--- src/rtl/uart_tx_arbiter_pkg.sv ---
// uart_tx_arbiter_pkg: FSM state encoding and clog2 helper for the TX arbiter
package uart_tx_arbiter_pkg;
  typedef enum logic [1:0] {IDLE = 2'd0, OWN = 2'd1, RELEASE = 2'd2} state_t;
  function automatic int clog2(input int v);
    int r;
    r = 0;
    for (int n = v - 1; n > 0; n = n >> 1) r++;
    return r;
  endfunction
endpackage

--- src/rtl/uart_tx_arbiter_rr_picker.sv ---
// rr_picker: combinational round-robin pick; eligible/last in, one-hot pick, index and found out
module rr_picker
  import uart_tx_arbiter_pkg::*;
#(
  parameter int N = 4,
  parameter int IW = clog2(N)
) (
  input  logic [N-1:0]  eligible,
  input  logic [IW-1:0] last,
  output logic [N-1:0]  pick,
  output logic [IW-1:0] idx,
  output logic          found
);
  logic [IW-1:0] c;
  always_comb begin
    idx = '0;
    found = 1'b0;
    c = '0;
    for (int k = N; k >= 1; k--) begin
      c = IW'((int'(last) + k) % N);
      if (eligible[c]) begin
        idx = c;
        found = 1'b1;
      end
    end
  end
  assign pick = found ? N'(1) << idx : '0;
endmodule

--- src/rtl/uart_tx_arbiter.sv ---
// uart_tx_arbiter: round-robin, message-held sharing of one UART TX port; req/new_data/data/busy per requester, grant/revoked status, tx_data/new_tx_data/tx_busy to the AVR interface
module uart_tx_arbiter
  import uart_tx_arbiter_pkg::*;
#(
  parameter int NUM_REQ = 4,
  parameter int TIMEOUT = 1023
) (
  input  logic                 clk,
  input  logic                 rst,
  input  logic [NUM_REQ-1:0]   req,
  input  logic [NUM_REQ-1:0]   new_data,
  input  logic [8*NUM_REQ-1:0] data,
  output logic [NUM_REQ-1:0]   busy,
  output logic [NUM_REQ-1:0]   grant,
  output logic [7:0]           tx_data,
  output logic                 new_tx_data,
  input  logic                 tx_busy,
  output logic                 revoked
);
  localparam int IW = clog2(NUM_REQ);
  localparam int TW = TIMEOUT == 0 ? 1 : clog2(TIMEOUT + 1);
  localparam logic [TW-1:0] TMAX = TW'(TIMEOUT);
  state_t state, state_nx;
  logic [IW-1:0] owner, last, pick_idx;
  logic [NUM_REQ-1:0] lockout, eligible, pick;
  logic [TW-1:0] timer;
  logic found, own, owner_req, fwd, timed_out, revoke;
  assign own = state == OWN;
  assign eligible = req & ~lockout;
  assign owner_req = req[owner];
  assign fwd = own & new_data[owner] & ~tx_busy;
  assign timed_out = (TIMEOUT != 0) && (timer == TMAX);
  assign revoke = own & owner_req & timed_out;
  rr_picker #(.N(NUM_REQ), .IW(IW)) u_pick (
    .eligible (eligible),
    .last     (last),
    .pick     (pick),
    .idx      (pick_idx),
    .found    (found)
  );
  always_ff @(posedge clk) begin
    if (rst) begin
      state <= IDLE;
      grant <= '0;
      owner <= '0;
      last <= IW'(NUM_REQ - 1);
      timer <= '0;
      lockout <= '0;
      revoked <= 1'b0;
    end else begin
      state <= state_nx;
      revoked <= revoke;
      lockout <= (lockout & req) | (revoke ? NUM_REQ'(1) << owner : '0);
      if (state == IDLE && found) begin
        grant <= pick;
        owner <= pick_idx;
        last <= pick_idx;
        timer <= '0;
      end else if (own) begin
        grant <= state_nx == OWN ? grant : '0;
        timer <= (fwd || tx_busy) ? '0 : (timer == TMAX ? timer : timer + 1'b1);
      end
    end
  end
  always_comb begin
    state_nx = state == IDLE ? (found ? OWN : IDLE)
             : state == OWN  ? ((!owner_req || timed_out) ? RELEASE : OWN)
             : IDLE;
  end
  always_comb begin
    busy = '1;
    busy[owner] = own ? tx_busy : 1'b1;
    tx_data = own ? data[{owner, 3'b000} +: 8] : 8'h00;
    new_tx_data = fwd;
  end
endmodule
--- config.mk ---
export PLATFORM = sky130hd
export DESIGN_NAME = uart_tx_arbiter
export DESIGN_NICKNAME = d
export VERILOG_FILES = /design/src/rtl/uart_tx_arbiter_pkg.sv /design/src/rtl/uart_tx_arbiter_rr_picker.sv /design/src/rtl/uart_tx_arbiter.sv
export SDC_FILE = /design/constraint.sdc
export NUM_CORES = 1
export LEC_CHECK = 0
export BUFFER_PORTS_ARGS = -buffer_cell sky130_fd_sc_hd__buf_2
export CORE_ASPECT_RATIO = 0.9
export CORE_MARGIN = 2
export CORE_UTILIZATION = 49
export CTS_CLUSTER_DIAMETER = 40
export DETAILED_ROUTE_END_ITERATION = 6
export PLACE_DENSITY = 0.77
export SYNTH_ARGS = -nofsm -noshare
export SYNTH_HDL_FRONTEND = slang
export SYNTH_SLANG_ARGS = --single-unit
--- constraint.sdc ---
create_clock -name clk -period 2.3 [get_ports clk]
set_input_delay 0.345 -clock clk [delete_from_list [all_inputs] [get_ports clk]]
set_output_delay 0.345 -clock clk [all_outputs]
set_load 0.02 [all_outputs]
# Word level (Yosys, flattened, before mapping)
# Index checks and enable logic that the tools add are counted.
[op_classes]
muxes = 35
order_cmp = 6
add_sub_neg = 5
bitwise_logic = 11
n_shift = 3
eq_ne = 5
n_reduce_logical = 10
[op_table]
columns = ["op", "count"]
rows = [
  ["indexed part select 32 x 6 -> 8 bit", 1],
  ["two-way mux 10 bit", 2],
  ["two-way mux 4 bit", 5],
  ["less-than comparator 2 x 3 -> 1 bit, second input constant", 5],
  ["two-way mux 2 bit", 7],
  ["two-way mux 1 bit", 13],
  ["binary-select mux 1 bit (select 2 bit)", 6],
  ["adder 10 x 1 -> 10 bit, second input constant", 1],
  ["== test 10 bit, second input constant", 1],
  ["AND 4 bit", 2],
  ["two-way mux 8 bit", 1],
  ["inverter 4 bit", 2],
  ["bitwise OR 4 bit", 2],
  ["left shift 1 x 2 -> 4 bit, first input constant", 2],
  ["adder 2 x 1 -> 2 bit, second input constant", 2],
  ["adder 2 bit, second input constant", 2],
  ["AND 1 bit", 4],
  ["== test 2 x 1 -> 1 bit, second input constant", 2],
  ["AND reduction 2 bit", 2],
  ["demux 1 bit (select 2 bit)", 1],
  [">= comparator 2 x 1 -> 1 bit, second input constant", 1],
  ["logical AND 1 bit", 2],
  ["zero test 2 bit", 1],
  ["logical OR 1 bit", 2],
  ["other kinds (6)", 6],
]
[word_totals]
regBits = 25
elab_cells = 82
in_bits = 43

# Longest topological paths before layout
# Gate-level depths: netlist (run 1).
[logic_depth]
depth_word = 14
ltp_mapped = 7

# Cells and area by module
# From an unflattened synthesis (run 1), not the netlist that was laid out.
[hier_totals]
cells_unflattened = 182
area_unflattened_um2 = 1592.8
[by_module_without_submodules]
columns = ["mod", "seq_area_each_um2", "cells_per_inst", "instances", "area_per_inst_um2"]
rows = [
  ["uart_tx_arbiter", 500.5, 154, 1, 1415.1],
  ["rr_picker", 0.0, 28, 1, 177.7],
]

# Least setup slack after synthesis (run 1)
# Ideal clock, no wire load.
[synth_timing]
path_type = "reg2out"
from = "register owner[0]"
to = "output tx_data[2]"
t_arrival_ns = 1.426
required_ns = 1.955
setup_slack_ns = 0.529
path_buffers = 2
path_stages_with_launch = 5
cell_sequence = "dfxtp_1 buf_4 buf_2 mux4_1 and2_1"
[synth_via]
elab_chain_len = 2
[synth_lines]
columns = ["item", "line_no", "source"]
rows = [
  ["start, declared", "uart_tx_arbiter.sv:24", "logic [IW-1:0] owner, last, pick_idx;"],
  ["start signal, assigned", "uart_tx_arbiter.sv:56", "owner <= pick_idx;"],
  ["indexed part select 32 x 6 -> 8 bit", "uart_tx_arbiter.sv:73", "tx_data = own ? data[{owner, 3'b000} +: 8] : 8'h00;"],
  ["two-way mux 8 bit", "uart_tx_arbiter.sv:73", ""],
  ["end, declared", "uart_tx_arbiter.sv:15", "output logic [7:0] tx_data,"],
]
# Every way passes these cells.

# Final worst setup path (run 1)
# Ends and elaborated chain as after synthesis.

==> qor.csv, run 1 <==
stage,metric,value,unit
worst_setup_path,crit_buf_inv,2,
sta,setup_viol,0,
detailed_routing,drt_iter0_markers,59,
finish,layout-drive-gt1-share,0.353,
yosys,ys_top_cells_by_area,"dfxtp_1 (32%), mux4_2 (7.1%), mux4_1 (6.6%)",
floorplanning,die_area,3700,um^2
yosys,synth.top_cell.area_share,0.316,
floorplanning,io_pins,61,
placement,dp_worst_setup_slack,0.356,ns
yosys,synth.net_count,217,
worst_setup_path,cp.arrival,1.85,ns
placement,place_inst,273,
yosys,synth-compound-area-share,0.210,
clock_network,root_buffer,clkbuf_4,
sta,fin_skew,0.0122,ns
clock_network,cts_tree,yes,
finish,final_cell_count_no_fill,277,
power,power_density,555,nW/um^2
clock_network,h-tree-depth,1,
yosys,yosys.area_share.simple,0.253,
global_routing,grt_max_degree,16,
yosys,synthArstFlopShare,0,
finish,num_antenna_cells,0,
sta,fin_crit_sh,0.953,
sta,finalHoldViolCount,0,
floorplanning,core_area,3070,um^2
worst_setup_path,critPathSlowestCell,mux4_1,
floorplanning,start_util,0.516,
global_routing,grt_use_total,0.223,
sta,fmax,456,MHz
sta,drv_slew,0,
sta,fin_crit,2.19,ns
worst_setup_path,cp_cell_sequence,buf_4 -> mux4_1 -> and2_1 -> buf_2,
worst_setup_path,cpLargestDelayFamily,multiplexers,
worst_setup_path,cp_slowest_stage_delay,0.55,ns
placement,hpwl,3030,um
status,status,"finished, final reports clean",
detailed_routing,vias,1586,
yosys,yosysSeqAreaShare,0.316,
floorplanning,dieHeight,57.9,um
yosys,yosysMostFrequentCell,dfxtp_1,
yosys,synth_top_family_by_area,simple AND/OR/NAND/NOR gates,
yosys,muxShareOfSynthArea,0.165,
detailed_routing,antenna_left,0,
placement,io_buffers,60,
sta,tightest_slew,0.515,ns
clock_network,numClockSinks,25,
floorplanning,die_width,63.9,um
clock_network,cts_hold_buf,0,
yosys,yosysWarningCount,0,
yosys,synth_commonest_cells,"dfxtp_1 (25), nor2_1 (14), nand2_1 (11)",
global_routing,antenna_found_initial,0,
power,vdd_drop_max,0.364,mV
worst_setup_path,cp.required,1.96,ns
yosys,ys.flop_type,dfxtp_1,
detailed_routing,wirelength,3880,um
yosys,synthAdderAreaFrac,0.00791,
power,leakage,0.800,nW
yosys,synth-xor-area-share,0.0111,
global_routing,grt_pass1_wl,6670,um
clock_network,clk_pin_slew,0.15,ns
yosys,synth_area,1580,um^2
finish,area_delta_synth_final,24.4,%
worst_setup_path,criticalPathCategory,register to output port,
floorplanning,rows,19,
clock_network,cts_resized,0,
sta,worst_slack,0.108,ns
yosys,ys_types,51,
hold_path,worstHoldPathType,input port to register,
yosys,postSynthCellCount,173,
detailed_routing,routed_via_density,5.73,
detailed_routing,drc,0,
clock_network,cts_setup_buffers,0,
sta,maxSlewHeadroom,0.656,
worst_setup_path,cp_max_fo,11,
clock_network,cts_made_buffers,3,
global_routing,grt_pass1_vias,1478,
detailed_routing,firstDrtPassIters,4,
sta,rsz0062_at_grt,false,
run,cap_violations,0,
clock_network,max-clock-path-buffers,2,
detailed_routing,wl_per_cell,14.0,um
global_routing,overflow,0,
power,finalPower,1.09,mW
yosys,synth_top_area_cell,dfxtp_1,
clock_network,clock_latency,0.34,ns
worst_setup_path,end_kind,output port,
yosys,syn_avg_cell_area,9.14,um^2
yosys,synth-seq-cells,25,
placement,gp_congestion,0.840,
sta,setup_tns,0,ns
finish,nets,280,
worst_setup_path,start_kind,register,
yosys,synth_edf_count,0,
## layer usage
layer  wire length (um)  vias to the layer above  part of all wire  global-route usage
met4                 12                        0            0.0031              0.0373
met3                146                        2             0.038              0.0583
met1               1890                      758              0.49               0.314
met2               1830                       35              0.47               0.353
met5                  0                        -                 0                   0
li1                   -                      791                 -                   -
## flip-flops by register name, summed over array words and instances (netlist names)
register and cells:
last 2, timer 10, revoked 1, lockout 4
state 2, grant 4, owner 2
## final cells by class
cell class | instances | area, um^2
clock buffer | 3 | 22.5
clock inverter | 1 | 5.00
fill | 255 | 1100
inverter | 4 | 15.0
multi-input combinational | 136 | 1020
sequential | 25 | 502
tap | 42 | 52.6
timing repair buffer | 66 | 345
## final timing paths
path	cells after the start	from	slack, ns	end
worst max-delay path	4	owner[0]$_SDFFE_PP0P_	0.11	tx_data[2]
worst min-delay path	3	req[1]	0.27	lockout[1]$_SDFF_PP0_
worst max register to register	5	owner[1]$_SDFFE_PP0P_	0.34	grant[3]$_SDFFE_PP0P_
worst min register to register	1	grant[2]$_SDFFE_PP0P_	0.48	grant[2]$_SDFFE_PP0P_
## metrics by stage
step | util | area [um^2] | hold slack (ns)
4_1_cts | 0.640 | 1960 | 0.267
5_1_grt | 0.641 | 1970 | 0.284
3_3_place_gp | 0.631 | 1940 | 0.450
3_5_place_dp | 0.631 | 1940 | 0.458
2_1_floorplan | - | 1580 | 0.458
6_report | 0.641 | 1970 | 0.275
## cells in the final DEF, fill, tap and decap left out, types with 6 or more instances in the layout
master / Yosys / layout
nand2_1: 11 / 11
buf_2: 2 / 60
dfxtp_1: 25 / 24
nor2_1: 14 / 14
nand3_1: 7 / 7
and2_1: 8 / 8
o21ai_0: 8 / 8
buf_4: 1 / 6
nor3_1: 7 / 7
a21oi_1: 10 / 10
## logic make-up after synthesis
| group | Yosys count |
|---|---|
| mux | 13 |
| buf+inv | 12 |
| fa+ha+maj | 1 |
| xor+xnor | 2 |
| compound gates | 45 |
| flops | 25 |
| simple gates | 75 |
## tightest hold or removal path, stage by stage
cell,delay (ns)
buf_2,0.11
nand3b_1,0.07
o31ai_1,0.06
## where the power goes
part,switching (mW),leakage (nW),internal (mW)
registers,0.0345,0.203,0.458
logic,0.201,0.579,0.185
clock network,0.147,0.0177,0.0654
Note: power is estimated with default switching activity, not from simulation.
==> run 2: changes to the inputs <==
--- a/config.mk
+++ b/config.mk
@@ -5,10 +5,11 @@
 export SDC_FILE = /design/constraint.sdc
 export NUM_CORES = 1
 export LEC_CHECK = 0
+export ABC_AREA = 1
 export BUFFER_PORTS_ARGS = -buffer_cell sky130_fd_sc_hd__buf_2
 export CORE_ASPECT_RATIO = 0.9
 export CORE_MARGIN = 2
-export CORE_UTILIZATION = 49
+export CORE_UTILIZATION = 50
 export CTS_CLUSTER_DIAMETER = 40
 export DETAILED_ROUTE_END_ITERATION = 6
 export PLACE_DENSITY = 0.77
==> run 2 against run 1 <==
Net effect:
- hold slack improved by 0.098 ns
- cell count grew 29%
- sequential share of layout area down 2.4 points
- utilization decreased by 0.57 points
- die area grew 9.6%
- highest routed layer unchanged
- global-route usage rose by 0.79 points
- critical path depth up 2
- power is 86% higher
- first-iteration DRC count increased by 51%
- sequential power is 16% higher
==> qor.csv, run 2 <==
stage,metric,value,unit,change
sta,fmax,503,MHz,+10%
global_routing,grt-busiest-layer,met2,,
yosys,synth-seq-cells,25,,unchanged
clock_network,clk_pin_slew,0.08,ns,-0.07 ns
clock_network,cts_resized,0,,unchanged
detailed_routing,antenna_left,0,,unchanged
sta,setup_tns,0,ns,unchanged
global_routing,grt_pass1_vias,1722,,+17%
detailed_routing,drt_iter0_markers,89,,+51%
detailed_routing,wirelength,4380,um,+13%
global_routing,grt_max_degree,14,,-2
placement,hpwl,3420,um,+13%
yosys,synth_commonest_cells,"nand2_1 (55), nand3_1 (32), dfxtp_1 (25)",,
worst_setup_path,cp_cell_sequence,inv_1 -> nor2_1 -> buf_4 -> a22oi_1 -> a21oi_1 -> buf_2,,
yosys,yosysWarningCount,0,,unchanged
detailed_routing,vias,1926,,+21%
sta,fin_crit,1.99,ns,-0.203 ns
finish,largest_reg_flops,10,,unchanged
clock_network,cts_hold_buf,0,,unchanged
global_routing,use_met3,0.0297,,-0.0286
clock_network,cts_setup_buffers,0,,unchanged
power,power_density,938,nW/um^2,+69%
run,cap_violations,0,,unchanged
finish,mostFrequentLayoutCells,"buf_2 (60), nand2_1 (55), nand3_1 (32)",,
finish,final_cell_count_no_fill,357,,+29%
clock_network,clock_latency,0.26,ns,-0.08 ns
yosys,synth_edf_count,0,,unchanged
clock_network,cts_made_buffers,3,,unchanged
worst_setup_path,start_kind,register,,
sta,setup_viol,0,,unchanged
status,status,"finished, final reports clean",,
worst_setup_path,cp_slowest_stage_delay,0.38,ns,-0.17 ns
floorplanning,io_pins,61,,unchanged
finish,area_delta_synth_final,21.5,%,
sta,worst_slack,0.312,ns,+0.203 ns
clock_network,h-tree-depth,1,,unchanged
power,finalPower,2.03,mW,+86%
floorplanning,core_area,3400,um^2,+11%
hold_path,worstHoldPathType,input port to register,,
yosys,syn_avg_cell_area,7.04,um^2,-23%
worst_setup_path,cp.required,1.96,ns,about the same
yosys,synth_top_family_by_area,simple AND/OR/NAND/NOR gates,,
finish,nets,358,,+28%
sta,fin_skew,0.00667,ns,-0.00551 ns
sta,tightest_slew,0.424,ns,-0.0904 ns
worst_setup_path,cp.arrival,1.64,ns,-0.21 ns
finish,num_antenna_cells,0,,unchanged
yosys,synth-compound-area-share,0.189,,-0.0206
worst_setup_path,criticalPathCategory,register to output port,,
finish,top_regs,"timer: 10 flops, grant: 4 flops, lockout: 4 flops",,
yosys,synth_area,1780,um^2,+13%
clock_network,max-clock-path-buffers,2,,unchanged
worst_setup_path,cp_max_fo,5,,-6
yosys,synthArstFlopShare,0,,unchanged
detailed_routing,wl_per_cell,12.3,um,-12%
power,vdd_drop_max,0.422,mV,+16%
yosys,ys_top_cells_by_area,"dfxtp_1 (28%), nand2_1 (12%), nand3_1 (9.0%)",,
yosys,synthAdderAreaFrac,0.00703,,-0.000884
floorplanning,dieHeight,60.6,um,+4.7%
finish,fillers,314,,+23%
finish,layout-drive-gt1-share,0.332,,-0.0209
clock_network,root_buffer,clkbuf_8,,
detailed_routing,drc,0,,unchanged
floorplanning,start_util,0.523,,+0.00745
placement,gp_congestion,0.891,,+6.1%
yosys,yosys.area_share.simple,0.396,,+0.142
sta,finalHoldViolCount,0,,unchanged
worst_setup_path,end_kind,output port,,
yosys,postSynthCellCount,253,,+46%
yosys,synth-xor-area-share,0.0394,,+0.0283
global_routing,grt_util_met1,0.310,,-0.00464
clock_network,numClockSinks,25,,unchanged
placement,place_inst,353,,+29%
worst_setup_path,critPathSlowestCell,dfxtp_1,,
detailed_routing,firstDrtPassIters,5,,+1
floorplanning,die_width,66.9,um,+4.7%
global_routing,grt_pass1_wl,7410,um,+11%
yosys,muxShareOfSynthArea,0,,-0.165
yosys,ys_types,31,,-39%
yosys,synth.net_count,297,,+37%
finish,layout_commonest_cell,buf_2,,
placement,io_buffers,60,,unchanged
sta,drv_slew,0,,unchanged
yosys,synth_top_area_cell,dfxtp_1,,
floorplanning,rows,20,,+1
worst_setup_path,rrSetupSlack,0.49,ns,+0.15 ns
yosys,synth.top_cell.area_share,0.281,,-0.0354
power,leakage,1.00,nW,+25%
yosys,ys.flop_type,dfxtp_1,,
sta,maxSlewHeadroom,0.717,,+0.0606
global_routing,antenna_found_initial,0,,unchanged
sta,fin_crit_sh,0.864,,-0.0884
global_routing,overflow,0,,unchanged
sta,rsz0062_at_grt,false,,
placement,dp_worst_setup_slack,0.499,ns,+0.143 ns
floorplanning,die_area,4050,um^2,+9.6%
global_routing,grt_use_total,0.231,,+0.00788
clock_network,cts_tree,yes,,
finish,top_register,timer,,
yosys,yosysSeqAreaShare,0.281,,-0.0354
global_routing,grtUsageMet2,0.404,,+0.0516
yosys,yosysMostFrequentCell,nand2_1,,
detailed_routing,routed_via_density,5.39,,-5.8%
run 2: critical path, delay by kind of cell, from the launching register on:
family                 cells  cell delay, ns
AO/OA/AOI/OAI              2            0.26
flip-flops                 1            0.38
buffers and inverters      3            0.45
AND/OR/NAND/NOR            1            0.30
run 2: final timing paths:
| check | from | end | depth (start not counted) |
|---|---|---|---|
| setup / recovery | owner[1]$_SDFFE_PP0P_ | tx_data[5] | 6 |
| hold / removal | req[2] | lockout[2]$_SDFF_PP0_ | 3 |
| setup reg to reg | last[0]$_SDFFE_PP1P_ | owner[1]$_SDFFE_PP0P_ | 9 |
| hold reg to reg | lockout[3]$_SDFF_PP0_ | lockout[3]$_SDFF_PP0_ | 2 |
run 2: stage by stage:
| step | util | hold slack, ns | area [um^2] |
|---|---|---|---|
| finish | 0.636 | 0.372 | 2160 |
| detailed placement | 0.622 | 0.464 | 2120 |
| CTS | 0.636 | 0.369 | 2160 |
| floorplan | - | 0.450 | 1780 |
| global route | 0.636 | 0.378 | 2160 |
| global placement | 0.622 | 0.460 | 2120 |
run 2: layer usage:
metal  vias up  wire length, um
li1        991                -
met1       846             2060
met2        81             1990
met3         8              265
met4         0               68
met5         -                0
run 2: logic make-up after synthesis:
family / Yosys count
XOR/XNOR: 8
flip-flops: 25
AND/OR/NAND/NOR: 137
AO/OA/AOI/OAI: 49
buffers and inverters: 33
adder cells (fa/ha/maj): 1
run 2: cell type report:
type / count / area, um^2 / share of cell area
sequential: 25 / 500 / 0.231
clock buffer: 4 / 45.0 / 0.0208
timing repair buffer: 66 / 345 / 0.160
tap: 44 / 55.1 / 0.0254
inverter: 23 / 93.8 / 0.0434
multi-input combinational: 195 / 1120 / 0.519
run 2: report_power, final:
part           switching (mW)  leakage, nW  total (mW)  internal, mW
logic                   0.792        0.775        1.20         0.413
clock network           0.130       0.0228       0.254         0.124
registers              0.0702        0.203       0.571         0.501
total                   0.993         1.00        2.03          1.04
